<file path="config.mk">
export PLATFORM = sky130hd
export DESIGN_NAME = fpu_div_seq
export DESIGN_NICKNAME = d
export VERILOG_FILES = /design/src/rtl/fpu_pkg.sv /design/src/rtl/fpu_div_step.sv /design/src/rtl/fpu_div_seq.sv
export SDC_FILE = /design/constraint.sdc
export NUM_CORES = 1
export LEC_CHECK = 0
export ABC_AREA = 1
export BUFFER_PORTS_ARGS = -buffer_cell sky130_fd_sc_hd__buf_2
export CAP_MARGIN = 20
export CORE_AREA = 2 2 132 185
export CTS_CLUSTER_SIZE = 30
export DETAILED_ROUTE_END_ITERATION = 10
export DIE_AREA = 0 0 134 187
export GPL_TIMING_DRIVEN = 0
export PLACE_DENSITY_LB_ADDON = 0.15
export SLEW_MARGIN = 20
export SYNTH_ARGS = -nofsm -noshare
export SYNTH_HDL_FRONTEND = slang
export SYNTH_SLANG_ARGS = --single-unit
</file>
<file path="constraint.sdc">
create_clock -name clk -period 4.2 [get_ports clk]
set_input_delay 0.84 -clock clk [delete_from_list [all_inputs] [get_ports clk]]
set_output_delay 0.84 -clock clk [all_outputs]
set_load 0.005 [all_outputs]
</file>
<file path="src/rtl/fpu_pkg.sv">
// Shared FPU definitions.
// - div_state_e : sequencer states of the iterative divider
// - FP32 field positions, exponent bias, quotient width
// - FP32 constant patterns (infinity, zero)
package fpu_pkg;

  typedef enum logic [1:0] {
    S_IDLE = 2'd0,
    S_DIV  = 2'd1,
    S_NORM = 2'd2,
    S_DONE = 2'd3
  } div_state_e;

  localparam int SIGN_BIT = 31;
  localparam int EXP_MSB  = 30;
  localparam int EXP_LSB  = 23;
  localparam int MANT_W   = 23;

  localparam int EXP_BIAS = 127;
  // 1 integer bit + 24 fraction bits of quotient.
  localparam int QBITS    = 25;

  localparam logic [31:0] FP32_INF  = 32'h7F80_0000;
  localparam logic [31:0] FP32_ZERO = 32'h0000_0000;

endpackage

</file>
<file path="src/rtl/fpu_div_step.sv">
// One restoring-division step, purely combinational.
// Ports:
//   rem_in  [24:0] in  partial remainder, always < 2*mb
//   mb      [23:0] in  divisor mantissa with hidden bit (bit 23 set)
//   rem_out [24:0] out next partial remainder, already shifted left by one
//   qbit           out quotient bit produced by this step
module fpu_div_step (
  input  logic [24:0] rem_in,
  input  logic [23:0] mb,
  output logic [24:0] rem_out,
  output logic        qbit
);

  logic [23:0] diff;

  always_comb begin
    qbit = (rem_in >= {1'b0, mb});
    // When the subtraction is taken the difference is < mb < 2^24, so the
    // low 24 bits of the subtraction are the whole result.
    diff = rem_in[23:0] - mb;
    if (qbit) begin
      rem_out = {diff, 1'b0};
    end else begin
      // Not taken means rem_in < mb < 2^24, so the shift cannot overflow.
      rem_out = {rem_in[23:0], 1'b0};
    end
  end

endmodule

</file>
<file path="src/rtl/fpu_div_seq.sv">
// Sequenced IEEE-754 single-precision divider, result = A / B.
// One restoring quotient bit per clock, truncating, one divide in flight.
// Handshake: a request is taken on a rising edge where in_valid & in_ready;
// a result is taken on a rising edge where out_valid & out_ready. out_valid,
// result and dz are held stable until taken; in_ready is low from accept
// until the edge after the result is taken.
// Ports:
//   clk, rst             clock, synchronous active-high reset
//   in_valid / in_ready  request handshake (in_ready = idle)
//   A, B [31:0]          dividend, divisor (sampled only on the accept edge)
//   out_valid/out_ready  response handshake
//   result [31:0]        quotient
//   dz                   divide-by-zero flag, qualified by out_valid
//   busy                 any state other than idle
module fpu_div_seq #(
  parameter int EXP_BIAS = 127,
  // Only 25 is supported: the datapath widths are fixed around it.
  parameter int QBITS    = 25
) (
  input  logic        clk,
  input  logic        rst,
  input  logic        in_valid,
  output logic        in_ready,
  input  logic [31:0] A,
  input  logic [31:0] B,
  output logic        out_valid,
  input  logic        out_ready,
  output logic [31:0] result,
  output logic        dz,
  output logic        busy
);
  import fpu_pkg::*;

  localparam logic [7:0] BIAS8    = 8'(EXP_BIAS);
  localparam logic [4:0] LAST_CNT = 5'(QBITS - 1);

  div_state_e  state_q, state_d;
  logic [4:0]  cnt;
  logic [24:0] rem;
  logic [23:0] mb;
  logic [24:0] q;
  logic        sign;
  logic [7:0]  exp;

  logic [7:0]  a_exp, b_exp, exp_acc;
  logic        sign_in, b_zero, a_zero, special, last_iter;
  logic [24:0] rem_next;
  logic        qbit;

  assign a_exp     = A[EXP_MSB:EXP_LSB];
  assign b_exp     = B[EXP_MSB:EXP_LSB];
  assign sign_in   = A[SIGN_BIT] ^ B[SIGN_BIT];
  // 8-bit wrap on purpose: overflow/underflow is not flagged.
  assign exp_acc   = a_exp - b_exp + BIAS8;
  // Zero exponent covers zero and denormals (flushed to zero).
  assign b_zero    = (b_exp == 8'd0);
  assign a_zero    = (a_exp == 8'd0);
  assign special   = b_zero | a_zero;
  assign last_iter = (cnt == LAST_CNT);

  assign in_ready  = (state_q == S_IDLE);
  assign out_valid = (state_q == S_DONE);
  assign busy      = (state_q != S_IDLE);

  fpu_div_step u_step (
    .rem_in  (rem),
    .mb      (mb),
    .rem_out (rem_next),
    .qbit    (qbit)
  );

  always_ff @(posedge clk) begin
    if (rst) begin
      state_q <= S_IDLE;
    end else begin
      state_q <= state_d;
    end
  end

  always_comb begin
    state_d = state_q;
    case (state_q)
      S_IDLE:  if (in_valid) state_d = special ? S_DONE : S_DIV;
      S_DIV:   if (last_iter) state_d = S_NORM;
      S_NORM:  state_d = S_DONE;
      S_DONE:  if (out_ready) state_d = S_IDLE;
      default: state_d = S_IDLE;
    endcase
  end

  always_ff @(posedge clk) begin
    if (rst) begin
      cnt    <= 5'd0;
      rem    <= 25'd0;
      mb     <= 24'd0;
      q      <= 25'd0;
      sign   <= 1'b0;
      exp    <= 8'd0;
      result <= FP32_ZERO;
      dz     <= 1'b0;
    end else begin
      case (state_q)
        S_IDLE: begin
          if (in_valid) begin
            sign <= sign_in;
            exp  <= exp_acc;
            rem  <= {2'b01, A[MANT_W-1:0]};
            mb   <= {1'b1, B[MANT_W-1:0]};
            q    <= 25'd0;
            cnt  <= 5'd0;
            // Zero divisor wins over zero dividend.
            if (b_zero) begin
              result <= FP32_INF | {sign_in, 31'd0};
              dz     <= 1'b1;
            end else if (a_zero) begin
              result <= {sign_in, 31'd0};
              dz     <= 1'b0;
            end
          end
        end
        S_DIV: begin
          q   <= {q[23:0], qbit};
          rem <= rem_next;
          cnt <= cnt + 5'd1;
        end
        S_NORM: begin
          // q is in [2^23, 2^25): at most one position of normalisation.
          if (q[24]) begin
            result <= {sign, exp, q[23:1]};
          end else begin
            result <= {sign, exp - 8'd1, q[22:0]};
          end
          dz <= 1'b0;
        end
        default: ;
      endcase
    end
  end

endmodule

</file>
### After elaboration in Yosys (flattened, before gate mapping)

Cells that the tools add are included.

* logic and storage cells: 56
* output and inout bits: 36
* flip-flop bits (word level): 123
* bits of input ports: 68

* muxes and demuxes: 21
* bitwise operators: 2
* eq/ne operators: 8
* reductions and logical operators: 10
* $lt $le $gt $ge: 1
* $add $sub $neg: 5

Operator list (number)
* one-hot mux 25 bit (2 select lines): 2
* two-way mux 32 bit: 3
* two-way mux 25 bit: 3
* one-hot mux 32 bit (2 select lines): 1
* two-way mux 31 bit: 1
* greater-or-equal comparator 25 x 24 -> 1 bit: 1
* subtractor 24 bit: 1
* logical NOT 8 bit: 2
* one-hot mux 5 bit (2 select lines): 1
* adder 8 x 7 -> 8 bit (second input constant): 1
* two-way mux 2 bit: 4
* one-hot mux 2 bit (4 select lines): 1
* subtractor 8 x 1 -> 8 bit (second input constant): 1
* subtractor 8 bit: 1
* AND reduction 3 bit: 2
* nonzero test 2 bit: 3
* adder 5 x 1 -> 5 bit (second input constant): 1
* equality test 5 bit (second input constant): 1
* two-way mux 5 bit: 1
* equality test 2 bit (second input constant): 2
* inequality test 2 bit (second input constant): 2
* AND reduction 2 bit: 2
* two-way mux 1 bit: 3
* inequality test 3 x 1 -> 1 bit (second input constant): 1
* 6 further kinds: 6

### Longest topological paths before layout

Gate-level depths: netlist (run 1).

* word-level depth: 5
* mapped depth: 15
* mapped depth without buffers: 15

### Cells and area by module

From an unflattened synthesis (run 1), not the netlist that was laid out.

* cell total of the unflattened synthesis: 1362
* area, all modules: 8207.9 µm²

By module, submodules not included
* fpu_div_seq: area an instance 5890.6 µm², sequential area each 2462.4 µm², cells an instance 876, times used 1
* fpu_div_step: area an instance 2317.2 µm², sequential area each 0.0 µm², cells an instance 486, times used 1

### Worst setup path before layout (run 1)

Ideal clock, no wire load.

* path type: input -> register
* from: input port B[24]
* to: register exp[7]
* stages: 12
* arrival: 2373 ps
* slack: 1712 ps
* data required time: 4085 ps
* library setup time: 115 ps
* buffers on the path: 0
* cell sequence: inv_1 -> ha_1 -> ha_1 -> fa_1 -> nand3_1 -> nand2_1 -> nand2_1 -> nand2_1 -> a21oi_1 -> xor2_1 -> o21ai_0 -> inv_1

* word-level cells in the longest chain between the ends: 2

RTL lines
* start, declared: RTL line fpu_div_seq.sv:25 `input logic [31:0] B,`
* subtractor 8 bit: RTL line fpu_div_seq.sv:54 `assign exp_acc = a_exp - b_exp + BIAS8;`
* adder 8 x 7 -> 8 bit: RTL line fpu_div_seq.sv:54
* end signal, assigned: RTL line fpu_div_seq.sv:106 `exp <= exp_acc;`
* end, declared: RTL line fpu_div_seq.sv:43 `logic [7:0] exp;`

No other way between the ends.
A chain may end at the register's enable or synchronous reset.

### Worst setup path in the final report (run 1)

* from: register rem[0]
* to: register rem[23]

* word-level cells in the longest chain between the ends: 3
* elaborated cells between the ends (all ways): 4
* classes of those cells: 1 x add/sub; 1 x order compare; 2 x mux

RTL lines
* start, declared: RTL line fpu_div_seq.sv:39 `logic [24:0] rem;`
* start signal, assigned: RTL line fpu_div_seq.sv:107 `rem <= {2'b01, A[MANT_W-1:0]};`
* start signal, assigned: RTL line fpu_div_seq.sv:123 `rem <= rem_next;`
* subtractor 24 bit or greater-or-equal comparator 25 x 24 -> 1 bit (tied branches): RTL line fpu_div_step.sv:20, fpu_div_step.sv:17
* two-way mux 25 bit (*): RTL line fpu_div_step.sv:21 `if (qbit) begin`
* one-hot mux 25 bit (2 select lines) (*): RTL line fpu_div_seq.sv:102 `case (state_q)`

Every way passes the cells marked *; elsewhere a longest branch is shown, timed or not.

==> results of run 1 <==
-- worst max path at each step --
stage / start / end / slack (ps) / depth (start not counted)
2_1_floorplan: B[24] / exp[7]$_SDFFE_PP0P_ / 1710 / 12
3_3_place_gp: B[24] / exp[7]$_SDFFE_PP0P_ / 1480 / 13
3_5_place_dp: B[24] / exp[7]$_SDFFE_PP0P_ / 1440 / 13
4_1_cts: rem[0]$_SDFFE_PP0P_ / rem[23]$_SDFFE_PP0P_ / 1730 / 11
5_1_grt: rem[0]$_SDFFE_PP0P_ / rem[23]$_SDFFE_PP0P_ / 1550 / 11
6_report: rem[0]$_SDFFE_PP0P_ / rem[23]$_SDFFE_PP0P_ / 1680 / 11
-- registers in the layout, summed over array words and instances (netlist names) --
signal	flops
cnt	5
dz	1
exp	8
mb	24
q	25
rem	25
result	32
sign	1
state_q	2
-- layout make-up --
class	count	area share, %
buffer	56	2.730
clock buffer	19	4.881
multi-input combinational	830	46.88
sequential	123	27.13
timing repair buffer	102	5.625
tap	310	4.274
inverter	169	6.990
antenna	1	0.02757
clock inverter	13	1.461
-- worst min-delay path, delay by kind of cell, from the launching register on --
family             cells  cell delay [ps]
DFF                    1              310
and+or+nand+nor        1               60
AOI/OAI and AO/OA      1               50
-- kinds of logic after synthesis --
logic type,share of synthesized area [%]
xor gates and xnor gates,1.959
AOI/OAI and AO/OA,18.56
and+or+nand+nor,27.70
DFF,32.41
adders and majority gates,7.772
buffers and inverters,11.61
-- layer usage --
| layer | up-vias | global-route usage, % | routed length (um) |
|---|---|---|---|
| met5 | - | 0 | 0 |
| met4 | 0 | 7.815 | 792 |
| met3 | 45 | 3.117 | 730 |
| met2 | 158 | 38.90 | 13330 |
| met1 | 3522 | 22.54 | 10090 |
| li1 | 4059 | - | - |
-- stage by stage --
stage / utilization [%] / area (um^2) / setup WS [ps] / power, mW
after global routing: 38.52 / 9075 / 1553 / 8.398
after detailed placement: 36.07 / 8497 / 1442 / 6.236
final: 38.52 / 9075 / 1685 / 7.638
after floorplan: - / 7599 / 1712 / 4.898
after global placement: 36.07 / 8497 / 1484 / 6.226
after CTS: 38.51 / 9072 / 1728 / 7.723
-- placed cells by master, fill, tap and decap left out, types with 3 or more instances in the layout --
master,instances
nand3_1,66
ha_1,44
nor2_2,5
nand2_2,5
a21oi_1,153
o21ai_0,114
nor3_1,8
o21bai_1,4
inv_2,3
nor2_1,106
xor2_1,6
clkbuf_16,17
clkbuf_1,41
clkinvlp_4,4
buf_2,114
nor3_2,3
nand2_1,257
nand4_1,30
dfxtp_1,123
xnor2_1,11
inv_6,5
inv_1,166
-- power by group through the flow --
stage	sequential (mW)	combinational (mW)	clock, mW
final	1.61	4.57	1.45
after global routing	1.66	5.21	1.54
after CTS	1.62	4.62	1.48
after detailed placement	1.63	4.60	0
after global placement	1.64	4.59	0
after floorplan	1.61	3.29	0
==> results.md, run 1 <==
* Number of nets in the layout at between 1000 and 1500
* Critical Path Start Type: flip-flop
* Hold Path Sink: result[7]$_SDFFE_PP0P_
* Via count at a little under 8000
* Top_reg_cell synth: dfxtp_1
* Synth warnings at 0
* Fmax at 397.6 MHz
* HP Class: reg2reg
* Num ports at between 100 and 150
* Fin crit share at 59.89%
* Register area share after synthesis at between 30% and 40%
* Switching share of power at between 50 and 60%
* Drt drc at 0
* Worst skew pair latency at ~430 ps
* CTS Root Buffer Type: clkbuf_16
* Clock period minus worst slack at between 2000 and 3000 ps
* Die footprint at 0.02506 mm^2
* GRT Total Usage at roughly a fifth
* Crit path top cell by count: nand3_1
* PwrDens at roughly 840 mW/mm^2
* WP data required at ~4500 ps
* Max IR drop VDD at around 0.34 mV
* Worst Skew at 11.48 ps
* Reg-to-reg critical path startpoint: rem[0]$_SDFFE_PP0P_
* CP Cell Sequence: inv_1 -> ha_1 -> inv_1 -> fa_1 -> a21oi_1 -> o21ai_0 -> nand3_1 -> nand3_1 -> nand2_1 -> nand3_1 -> a21oi_1
* Largest cells by area after synthesis: dfxtp_1, nand2_1, a21oi_1
* Leading area contributor after synthesis: dfxtp_1
* CTS sink cnt at 123
* Vias per cell at 4.796
* Final Hold Violating Endpoints at 0
* Crit Path Max Fanout at 5
* # hold bufs at CTS at 0
* Core Area at 0.02356 mm^2
* DP Cell Count at around 1600
* First-pass GRT wire length at 40530 um
* Worst Setup Path Type: reg2reg
* Rows at 67
* CTS tree: built
* Filler cell count at between 2000 and 3000
* Fraction of layout cells with a size suffix above 1 at between 10% and 20%
* Post-synth top area share at 32.41%
* Buffers & Inverters on Critical Path at 2
* ANT nets after route at 0
* Cell count after synthesis at approximately 1200
* Pins Over Slew Limit at 0
* FF+latch count, synth at 123
* Mean Syn Cell Area at between 6 and 7 um^2
* 1st-iter DRT viols at between 300 and 400
* Pint at roughly 3.8 mW
* Final setup viols at 0
* Grt total ovfl at 0
* Clock transition at path regs at ~60 ps
* Top cells by count, synth: nand2_1, inv_1, a21oi_1
* Top-count cell post-synth: nand2_1
* Largest net degree at the start of global routing at 17
* Tightest Pin Transition at between 700 and 800 ps
* Clock power frac at 19.0%
* Footprint of the multi-input gates at ~0.0043 mm^2
* Total clock buffers created by CTS at 17
* Number of port buffers at 102
* Relative slew slack at between 40% and 50%
* Seq pwr share at between 20% and 30%
* Synth-to-layout area growth at 19.43%
* FF-to-FF End: rem[23]$_SDFFE_PP0P_
* Yosys cell types at 37
* Static leakage at 4.311 nW
* Worst setup EP type: flip-flop
* Reg area at about 0.0025 mm^2
* Die H at around 190 um
* DIE WIDTH at about 130 um
* RSZ-0062 raised after global routing: false
* Worst Hold Path Cells at 2
* Cell family with most CP delay: compound AO/OA/AOI/OAI gates
* Initial antenna violation count at 1
* Reg2Reg Setup Slack at about 1700 ps
* Starting Density at approximately a third
* Post-CTS setup buffer count at 0
* Total wire length at 24950 um
* Htree depth at 4
* Detail Placement HPWL at about 20000 um
* TritonRoute pass-1 iters at 5
* HP Start: result[7]$_SDFFE_PP0P_
* Final Non-Filler Cells at 1623
* CTS resizes at 0
* CP peak stage delay at roughly 670 ps
* Sw Pwr at around 3.8 mW
* Final GP Congestion at 0.9797
* Comb pwr share at between 50% and 60%
* Worst path arrival time at roughly 2800 ps
* Number of global-route vias before repair at 7833
* Status: finished, final reports clean
* Cell area after synthesis at between 0.007 and 0.008 mm^2
* Net Count, Synth at 1292
* Worst reg2reg path depth at 11
* Avg WL per Cell at about 15 um
* EDFF count, synth at 0
* Asr flop ratio synth at 0%
* Fin Setup TNS at 0 ps
* Worst hold slack at 458.7 ps
* Critical-path top delay cell: o21ai_0
* CTS max path bufs at 2
* Max Cap Viol at 0
(Power assumes the default switching activity.)
==> run 2: changes to the inputs <==
==> constraint.sdc (replaced) <==
create_clock -name clk -period 2.1 [get_ports clk]
set_input_delay 0.42 -clock clk [delete_from_list [all_inputs] [get_ports clk]]
set_output_delay 0.42 -clock clk [all_outputs]
set_load 0.005 [all_outputs]
==> run 2 against run 1 <==
Against the previous run: core utilization increased by 2.6 points; non-clock buffer count increased by 17; routed wire length increased by 2.3%; total power increased by 120%; critical path type unchanged; critical endpoint is now rem[20]$_SDFFE_PP0P_.
==> results.md, run 2 (synthesis gave the netlist of run 1 again) <==
* Total wire length at 25530 um
* Vias per cell at between 4 and 5
* Largest net degree at the start of global routing at 17
* Tightest Pin Transition at around 650 ps
* Worst Skew at 11.63 ps
* ANT nets after route at 0
* Most frequent cells in the layout: nand2_1, inv_1, a21oi_1
* Die H at ~190 um
* Crit. Startpoint: mb[2]$_SDFFE_PP0P_
* Worst Hold Path Cells at 3
* Number of global-route vias before repair at around 7900
* Starting Density at 32.26%
* PwrDens at about 1800 mW/mm^2
* Dpl cell area at between 0.008 and 0.009 mm^2
* Static leakage at roughly 4.5 nW
* RSZ-0062 raised after global routing: true
* Worst path arrival time at around 2300 ps
* Grt total ovfl at 0
* First-pass GRT wire length at 40850 um
* WP data required at 2410 ps
* Via count at between 7000 and 8000
* HP Class: in2reg
* CTS sink cnt at 123
* 1st-iter DRT viols at 340
* Final GP Congestion at between 0.9 and 1
* Worst skew pair latency at approximately 430 ps
* Fin Setup TNS at 0 ps
* Clock transition at path regs at 60 ps
* Biggest register: result
* Max Cap Viol at 0
* Rows at between 60 and 70
* Final Hold Violating Endpoints at 0
* Fmax at 503.1 MHz
* Num ports at between 100 and 150
* Avg WL per Cell at 15.56 um
* Pins Over Slew Limit at 0
* GRT Total Usage at just over 20%
* Worst reg2reg path depth at 12
* Initial antenna violation count at 1
* Detail Placement HPWL at roughly 20000 um
* Setup WS post-layout at roughly 110 ps
* Max IR drop VDD at between 0.6 and 0.7 mV
* Die footprint at 0.02506 mm^2
* Synth-to-layout area growth at 27.42%
* Clock period minus worst slack at approximately 2000 ps
* Finished Cell Area at 0.009682 mm^2
* Critical Path Start Type: flip-flop
* CTS tree: built
* Htree depth at 4
* Max FFs per register at 32
* CTS Root Buffer Type: clkbuf_16
* Worst Setup Path Type: reg2reg
* Number of nets in the layout at approximately 1400
* Final cell utilization of the core at 41.10%
* Crit Path Max Fanout at 10
* Core Area at between 0.02 and 0.025 mm^2
* Placement Setup Slack at -348.2 ps
* Fraction of layout cells with a size suffix above 1 at 20.54%
* Worst setup EP type: flip-flop
* Biggest regs: result: 32 flops, q: 25 flops, rem: 25 flops
* Total clock buffers created by CTS at 17
* Fin crit share at a little over nine tenths
* DIE WIDTH at around 130 um
* Drt drc at 0
* Filler cell count at approximately 2600
* Commonest non-fill, non-tap cell in the layout: nand2_1
* HP Start: A[12]
* Number of port buffers at slightly above 100
* CTS max path bufs at 2
* TritonRoute pass-1 iters at 5
* Relative slew slack at between 50 and 60%
* Reg-to-reg critical path startpoint: mb[2]$_SDFFE_PP0P_
* Status: finished, final reports clean
* Final setup viols at 0
-- run 2: cell types whose count changed in the layout (fill, tap and decap cells not counted), moves of 8 or more --
cell      delta
buf_4       +21
nand2_2     +14
dfxtp_2     +10
inv_2       +10
nand2_1     -18
inv_1       -11
clkbuf_2     +8
dfxtp_1     -10
clkbuf_1    -12
ha_1        -23
ha_4        +22
-- run 2: final timing paths --
path / endpoint / slack, ps
hold reg to reg: result[7]$_SDFFE_PP0P_ / 460
hold / removal: rem[12]$_SDFFE_PP0P_ / 260
setup / recovery: rem[20]$_SDFFE_PP0P_ / 110
setup reg to reg: rem[20]$_SDFFE_PP0P_ / 110
-- run 2: timing repair --
| item | 4_1_cts | 5_1_grt |
|---|---|---|
| hold buffers | 0 | 0 |
| gates resized for setup | 38 | 83 |
| setup endpoints to repair | 79 | 69 |
| buffers inserted | 11 | 7 |
| pin swaps | 3 | 11 |
-- run 2: metal layers --
metal | vias up | global-route usage [%] | share of wire, %
li1 | 4093 | - | -
met1 | 3614 | 22.57 | 41
met2 | 148 | 39.35 | 54
met3 | 41 | 3.089 | 2.8
met4 | 0 | 7.692 | 3.0
met5 | - | 0 | 0
-- run 2: cell type report --
type	count	area (um^2)	share of cell area [%]
clock inverters	13	132.6	1.370
flip-flops and latches	123	2475	25.56
clock buffers	19	442.9	4.575
plain buffers	55	285.3	2.947
multi-input cells	830	4668	48.22
well taps	310	387.9	4.006
repair buffers	120	649.4	6.707
diodes	1	2.502	0.02585
inverters	169	638.1	6.591
-- run 2: power breakdown --
group | internal, mW | total, mW | switching, mW
logic | 4.12 | 10.8 | 6.64
registers | 2.92 | 3.35 | 0.428
clock network | 1.69 | 2.91 | 1.22
total | 8.73 | 17.0 | 8.29
-- run 2: critical path, stage by stage (launching register included) --
cell and delay, ps:
dfxtp_1 300, inv_1 80, ha_4 300, nand2_1 80, inv_1 120, nand3_1 120, nor3_2 190, nand2_2 130
nand3_4 150, buf_8 150, nand3_1 100, nand3_1 90, a21oi_1 60
-- run 2: stage by stage --
step / instances / hold WS, ps / power, mW
after global placement: 1590 / 447.6 / 12.45
after global routing: 1640 / 282.7 / 18.55
final: 1640 / 264.7 / 17.02
after detailed placement: 1590 / 452.8 / 12.47
after floorplan: 1178 / 433.1 / 9.797
after CTS: 1633 / 261.2 / 16.11
==> run 3: changes to the inputs <==
--- a/config.mk
+++ b/config.mk
@@ -8,13 +8,14 @@
 export ABC_AREA = 1
 export BUFFER_PORTS_ARGS = -buffer_cell sky130_fd_sc_hd__buf_2
 export CAP_MARGIN = 20
-export CORE_AREA = 2 2 132 185
+export CORE_AREA = 2 2 137 192
 export CTS_CLUSTER_SIZE = 30
 export DETAILED_ROUTE_END_ITERATION = 10
-export DIE_AREA = 0 0 134 187
+export DIE_AREA = 0 0 139 194
 export GPL_TIMING_DRIVEN = 0
 export PLACE_DENSITY_LB_ADDON = 0.15
 export SLEW_MARGIN = 20
 export SYNTH_ARGS = -nofsm -noshare
 export SYNTH_HDL_FRONTEND = slang
+export SYNTH_HIERARCHICAL = 1
 export SYNTH_SLANG_ARGS = --single-unit
==> run 3 against run 2 <==
Against the previous run: total power up 19%; register-to-register slack got worse by 80 ps; first-iteration DRC count grew 9.1%; critical path depth fell by 1; combinational power increased by 27%; critical path type unchanged.
==> results.md, run 3 <==
* Status: finished, final reports clean
* Switching share of power at about half
* Synth warnings at 6
* RSZ-0062 raised after global routing: true
* ANT nets after route at 0
* Final setup viols at 0
* Global-route layer with the greatest usage: met2
* Filler cell count at roughly 2700
* Mean Syn Cell Area at 6.026 um^2
* Worst Skew at around 12 ps
* Max FFs per register at 32
* Number of global-route vias before repair at about 8700
* Htree depth at 4
* Sw Pwr at between 9 and 10 mW
* Hold Path Sink: mb[14]$_SDFFE_PP0P_
* CTS max path bufs at 2
* GRT Total Usage at 20.91%
* Clock period minus worst slack at 2072 ps
* Detail Placement HPWL at 21530 um
* Top_reg_cell synth: dfxtp_1
* Register area share after synthesis at between 30% and 40%
* Grt total ovfl at 0
* Asr flop ratio synth at 0%
* Footprint of the multi-input gates at 0.005298 mm^2
* CTS tree: built
* Comb pwr share at 67.6%
* EDFF count, synth at 0
* Final Hold Violating Endpoints at 0
* HP Start: B[14]
* 1st-iter DRT viols at approximately 370
* Reg area at ~0.0025 mm^2
* DIE WIDTH at about 140 um
* Dpl cell area at 0.009117 mm^2
* Leading area contributor after synthesis: dfxtp_1
* Top-count cell post-synth: nand2_1
* Pint at ~10 mW
* WP data required at approximately 2400 ps
* Initial antenna violation count at 1
* Number of nets in the layout at approximately 1600
* Synth-to-layout area growth at 31.33%
* Max IR drop VDD at just under 0.8 mV
* TritonRoute pass-1 iters at 4
* Critical Path Start Type: flip-flop
* Biggest regs: result: 32 flops, q: 25 flops, rem: 25 flops
* FF-to-FF End: rem[10]$_SDFFE_PP0P_
* Clock power frac at between 10% and 20%
* Fin crit share at approximately 100%
* Final GP Congestion at just over 0.9
* HP Class: in2reg
* Finished Cell Area at approximately 0.011 mm^2
* Commonest non-fill, non-tap cell in the layout: nand2_1
* Tightest Pin Transition at between 600 and 700 ps
* Post-synth top area share at between 30% and 40%
* CTS sink cnt at 123
* Rows at just under 70
* Worst Hold Path Cells at 3
* Cell count after synthesis at 1362
* M3 GR Usage at under 10%
* CTS Root Buffer Type: clkbuf_16
* Total clock buffers created by CTS at 17
* Vias per cell at between 4 and 5
* Drt drc at 0
* Worst path arrival time at 2420 ps
* First-pass GRT wire length at between 40000 and 50000 um
* Core Area at about 0.025 mm^2
* Pins Over Slew Limit at 0
* FF+latch count, synth at 123
* Worst reg2reg path depth at 11
* Reg2Reg Setup Slack at ~28 ps
* Die footprint at 0.02697 mm^2
* Num ports at 104
* Avg WL per Cell at ~15 um
* Clock transition at path regs at ~60 ps
* Yosys cell types at 36
* Relative slew slack at a little over half
* Net Count, Synth at around 1500
* Worst setup EP type: flip-flop
* Reg-to-reg critical path startpoint: rem[22]$_SDFFE_PP0P_
* Die H at ~190 um
* Number of port buffers at 102
* Starting Density at 32.56%
* Largest cells by area after synthesis: dfxtp_1, nand2_1, inv_1
* PwrDens at between 1500 and 2000 mW/mm^2
* Most frequent cells in the layout: nand2_1, inv_1, nor2_1
* Via count at between 8000 and 9000
* Cell area after synthesis at 0.008208 mm^2
* Worst skew pair latency at roughly 430 ps
* Worst Setup Path Type: reg2reg
* Largest net degree at the start of global routing at 17
* Max Cap Viol at 0
* Static leakage at around 5.3 nW
* Worst hold slack at 247.6 ps
* Crit Path Max Fanout at 6
* Fmax at 482.7 MHz
* Met2 GRT Util at between 40% and 50%
* Fraction of layout cells with a size suffix above 1 at around a quarter
* Top cells by count, synth: nand2_1, inv_1, nor2_1
* Seq pwr share at 17.9%
* Biggest register: result
* Ant. Diodes at 0
* Total wire length at approximately 28000 um
* Met1 GRT Util at between 20% and 30%
## run 3: cell types whose count changed after synthesis, sizes merged, moves of 23 or more
cell / before / now
inv: 169 / 221
nor2: 112 / 175
o21ai: 115 / 90
a21oi: 154 / 63
nand2: 262 / 431
nand3: 68 / 44
a31oi: 1 / 24
nand4: 30 / 53
## run 3: routing by layer
metal / wire, um / vias up
met1: 10740 / 4018
met2: 15710 / 157
li1: - / 4562
met5: 0 / -
met3: 719 / 70
met4: 1278 / 0
## run 3: cell families (layout without fill, tap and decap cells)
kind of cell	after synthesis	after routing	synth area share (%)
XOR/XNOR	15	15	1.601
flip-flops	123	123	30.00
other	1	1	0.04569
AND/OR/NAND/NOR	712	712	35.73
adder cells (fa/ha/maj)	46	46	7.195
buffers and inverters	282	446	13.54
AO/OA/AOI/OAI	183	183	11.89
## run 3: worst max-delay path: stages, from the launching register on
cell and delay, ps:
dfxtp_1 400, ha_4 250, a21oi_2 190, o21a_1 150, nand2_2 80, a21oi_4 170, buf_8 180, buf_8 130
nand4_1 90, nand2_1 80, nand2_1 50, a31oi_1 210
## run 3: through the flow
stage	power, mW	setup WS [ps]	utilization (%)	TNS [ps]	instances
CTS	18.41	-24.04	40.76	-24.04	1830
global route	22.04	-98.60	42.76	-1123	1845
global placement	13.81	-417.1	36.17	-8895	1783
floorplan	10.86	78.26	-	0	1362
detailed placement	13.86	-414.6	36.17	-8661	1783
finish	20.20	28.17	42.76	0	1845
## run 3: power groups by stage
stage | registers, mW | logic, mW | clock network, mW
3_5_place_dp | 3.53 | 10.3 | 0
2_1_floorplan | 3.44 | 7.42 | 0
6_report | 3.62 | 13.7 | 2.93
4_1_cts | 3.58 | 11.8 | 2.99
3_3_place_gp | 3.53 | 10.3 | 0
5_1_grt | 3.70 | 15.3 | 3.08
## run 3: worst max path at each step
stage                         start              endpoint  cells past startpoint
6_report       rem[22]$_SDFFE_PP0P_  rem[10]$_SDFFE_PP0P_                     11
4_1_cts         rem[0]$_SDFFE_PP0P_  rem[17]$_SDFFE_PP0P_                     16
3_3_place_gp    mb[19]$_SDFFE_PP0P_  rem[21]$_SDFFE_PP0P_                     13
2_1_floorplan   mb[11]$_SDFFE_PP0P_  rem[23]$_SDFFE_PP0P_                     15
3_5_place_dp    mb[16]$_SDFFE_PP0P_  rem[23]$_SDFFE_PP0P_                     15
5_1_grt         mb[16]$_SDFFE_PP0P_  rem[19]$_SDFFE_PP0P_                     15
## run 3: repair_timing
action,CTS,global route
buffers inserted,15,13
pin swaps,15,63
hold buffers,0,0
endpoints found under the setup margin,26,53
gates resized for setup,86,129
gates cloned,1,2
## run 3: final cells by class
class | count | area share (%)
plain buffers | 60 | 3.355
clock buffers | 18 | 3.981
clock inverters | 13 | 1.335
inverters | 222 | 7.754
multi-input cells | 957 | 49.15
flip-flops and latches | 123 | 23.15
well taps | 319 | 3.703
repair buffers | 133 | 7.580
